--- config.mk ---
export PLATFORM = sky130hd
export DESIGN_NAME = td4_event_timer
export DESIGN_NICKNAME = d
export VERILOG_FILES = /design/src/rtl/td4_pkg.sv /design/src/rtl/td4_event_timer.sv
export SDC_FILE = /design/constraint.sdc
export NUM_CORES = 1
export LEC_CHECK = 0
export CORE_AREA = 4 4 41 43
export CTS_BUF_LIST = sky130_fd_sc_hd__clkbuf_8
export CTS_CLUSTER_SIZE = 30
export DETAILED_ROUTE_END_ITERATION = 8
export DIE_AREA = 0 0 45 47
export DONT_BUFFER_PORTS = 1
export HOLD_SLACK_MARGIN = 0.1
export MAX_ROUTING_LAYER = met4
export PLACE_DENSITY = 0.51
export SYNTH_ARGS = -nofsm -noshare
export SYNTH_HDL_FRONTEND = slang
export SYNTH_SLANG_ARGS = --single-unit
--- constraint.sdc ---
create_clock -name clock -period 2.2 [get_ports clock]
set_input_delay 0.44 -clock clock [delete_from_list [all_inputs] [get_ports clock]]
set_output_delay 0.44 -clock clock [all_outputs]
set_load 0.02 [all_outputs]
--- src/rtl/td4_pkg.sv ---
// rtl/td4_pkg.sv - shared types and constants for the TD4 I/O checker
package td4_pkg;

    typedef logic [3:0] nibble_t;

    typedef enum logic [1:0] {
        S_IDLE = 2'b00,
        S_WAIT = 2'b01,
        S_PASS = 2'b10,
        S_FAIL = 2'b11
    } state_t;

    localparam logic [1:0] FC_NONE     = 2'b00;
    localparam logic [1:0] FC_MISMATCH = 2'b01;
    localparam logic [1:0] FC_TIMEOUT  = 2'b10;

    // Element i of a packed expected sequence lives in bits [4i+3:4i].
    function automatic nibble_t seq_nibble(input logic [31:0] seq, input logic [2:0] idx);
        return seq[{idx, 2'b00} +: 4];
    endfunction

endpackage

--- src/rtl/td4_event_timer.sv ---
// rtl/td4_event_timer.sv - saturating inter-event cycle counter
module td4_event_timer
    import td4_pkg::*;
#(
    parameter int TIMEOUT = 64
) (
    input  logic clock,
    input  logic reset,
    input  logic clear,
    input  logic run,
    output logic expired
);

    localparam int TW = (TIMEOUT > 1) ? $clog2(TIMEOUT) : 1;
    localparam logic [TW-1:0] LAST = TW'(TIMEOUT - 1);

    logic [TW-1:0] count;

    // Holds at TIMEOUT-1 instead of wrapping; the checker leaves WAIT on that cycle anyway.
    always_ff @(posedge clock or posedge reset) begin
        if (reset) begin
            count <= '0;
        end else if (clear) begin
            count <= '0;
        end else if (run && (count != LAST)) begin
            count <= count + TW'(1);
        end
    end

    assign expired = (count == LAST);

endmodule

==> out/metrics.cfg <==
[outcome]
status = completed

[pwr]
power_density_mw_per_mm2 = 791
clkPwrFrac_pct = 49.5
pwr-share-comb_pct = 11.7
leakagePower_nw = 0.175
pwr-share-seq_pct = 38.8
switching_share_pct = 24.0
p_sw_mw = 0.0813
max-vdd-ir-drop_mv = 0.507
p_int_mw = 0.257

[clock_tree]
cts_max_level = 1
clock_sinks = 6
clk_pin_slew_ns = 0.04
cts_buffers = 3
cts_root_buf = clkbuf_8
cts.path.max_buffers = 2
postCtsResizedCells = 0
cts_setup_buffers = 0
insertion_delay_ns = 0.23
cts_tree = yes

[grt]
grt_pass1_wl_um = 1220
grtUsageTotal_pct = 9.20
gr-total-overflow = 0
grt_max_degree = 11
grt_pass1_vias = 306
antenna_found_initial = 0

[setup_path]
worstPathArrival_ns = 1.39
cp_max_fo = 7
reg2reg_depth = 4
crit_start = count[0]$_DFFE_PP0P_
crit_path_end_kind = primary output
r2r_slack_ns = 0.83
timing.rr.end = count[1]$_DFFE_PP0P_
critical_path.startpoint_type = flip-flop
r2r-start = count[0]$_DFFE_PP0P_
critical_path_required_ns = 1.76
worstSetupEndpoint = expired
worst-setup-path-type = reg2out

[synth]
ys_warn_count = 0
synth_area_sq_um = 369
synth_cell_type_count = 21
synth_top_family_by_area = simple AND/OR/NAND/NOR gates
muxShareOfSynthArea_pct = 0
syn_inst = 37
synth_seq_area_share_pct = 40.7
avgSynthCellArea_sq_um = 9.98
synthAdderAreaFrac_pct = 3.39
syn-num-nets = 42
synth-simple-area-share_pct = 27.8
synth_compound_area_share_pct = 22.0
synth-xor-area-share_pct = 0
ys_ff_latch = 6

[drt]
wl_met2_um = 411
avgRoutedWirePerCell_um = 15.1
met3_length_um = 84
drtIter0Drc = 9
firstDrtPassIters = 4
num_vias = 329
top_layer = met4
met1_length_um = 309
antenna_left = 0
vias_per_cell = 5.98
drc = 0
wl_um = 833

[floorplanning]
std_cell_rows = 13
pin_count = 5
die_h_um = 47
initial_core_util_pct = 28.4
die-area_sq_mm = 0.00212
core_area_sq_mm = 0.00130
die_w_um = 45

[sta]
setup_tns_ns = 0
worst_slew_pin_slew_ns = 0.378
period_minus_slack_ns = 1.83
slew_headroom_pct = 74.7
drv_slew = 0
hold_slack_ns = 0.266
fin_skew_ns = 0.00123
fmax_mhz = 546
rsz0062_at_grt = false
setup_viol = 0
timing.final.crit_share_pct = 83.3
final_hold_viol_count = 0
fin_ws_ns = 0.368

[final_layout]
drive_gt1_share_pct = 17.5
syn_to_final_growth_pct = 15.9
fill_cells = 143
fin_nets = 47
reg.largest.list = count (6)
largest_reg_flops = 6
antenna_cells = 0
final_common_cell = dfrtp_1
final_cell_mix = dfrtp_1 (6), nand2_1 (3), inv_1 (3), clkbuf_8 (3)
top_register = count

[placement]
gp_congestion = 0.766
dp.final_hpwl_um = 605
port_buffers = 0
dp_slack_ns = 0.620

[min_path]
hold_path.class = in2reg

[run]
maxCapViolations = 0

-- cell usage after synthesis, drive strengths merged --
library cell  count  share of area [%]
a31oi             2                3.4
a211oi            2                5.4
nor3b             2                4.1
nor2              2                2.0
nand3             2                4.1
buf               1                3.1
a21oi             1                1.4
inv               3                3.1
ha                1                3.4
o211a             1                2.7
a41oi             1                2.4
nand4             2                3.4
nand2             3                3.1
and4              3                8.5
nor3              2                2.7
dfrtp             6                 41
o311ai            2                4.7
o211ai            1                2.0
-- power by group through the flow --
stage                     Sequential, mW  Clock [mW]  Combinational (mW)
after floorplan                    0.129           0              0.0337
after global placement             0.131           0              0.0334
after detailed placement           0.132           0              0.0375
after CTS                          0.131       0.171              0.0390
after global routing               0.133       0.178              0.0428
final                              0.131       0.167              0.0397
-- how the worst min path moves through the flow --
stage	startpoint	to	slack, ns	cells past startpoint
2_1_floorplan	reset	count[0]$_DFFE_PP0P_	0.23	1
3_3_place_gp	reset	count[1]$_DFFE_PP0P_	0.26	1
3_5_place_dp	reset	count[1]$_DFFE_PP0P_	0.26	1
4_1_cts	clear	count[5]$_DFFE_PP0P_	0.27	1
5_1_grt	clear	count[5]$_DFFE_PP0P_	0.26	1
6_report	clear	count[5]$_DFFE_PP0P_	0.27	1
-- metal layers --
layer | GRT usage [%] | vias up
met5 | - | -
met2 | 13.0 | 18
met4 | 8.77 | 0
met1 | 8.56 | 156
li1 | - | 153
met3 | 5.36 | 2
-- stage by stage --
| stage | instances | power (mW) | cell area (sq um) | utilization [%] |
|---|---|---|---|---|
| after floorplan | 37 | 0.163 | 369 | - |
| final | 55 | 0.338 | 428 | 32.9 |
| after global placement | 51 | 0.164 | 377 | 28.9 |
| after detailed placement | 51 | 0.170 | 377 | 28.9 |
| after global routing | 55 | 0.354 | 428 | 32.9 |
| after CTS | 55 | 0.341 | 428 | 32.9 |
-- kinds of logic (layout without fill, tap and decap cells) --
kind of cell,Yosys count,count (layout)
AO/OA/AOI/OAI,10,10
adder cells (fa/ha/maj),1,1
buffers and inverters,4,7
flip-flops,6,6
AND/OR/NAND/NOR,16,16
-- worst max-delay path, stage by stage, from the launching register on --
cell,delay (ns)
dfrtp_1,0.40
ha_1,0.23
nand2_1,0.18
nor2_1,0.35
-- timing repair --
| item | CTS | global route |
|---|---|---|
| hold endpoints to repair | 6 | 0 |
| setup endpoints to repair | 0 | 0 |
| hold buffers | 1 | 0 |
-- layout make-up --
class	count	area (sq um)	share of cell area [%]
Clock buffer	3	41.3	9.65
Inverter	3	11.3	2.63
Multi-Input combinational cell	27	196	45.9
Sequential cell	6	150	35.1
Tap cell	15	18.8	4.39
Timing Repair Buffer	1	10.0	2.34
Power figures use the tool's default switching activity.
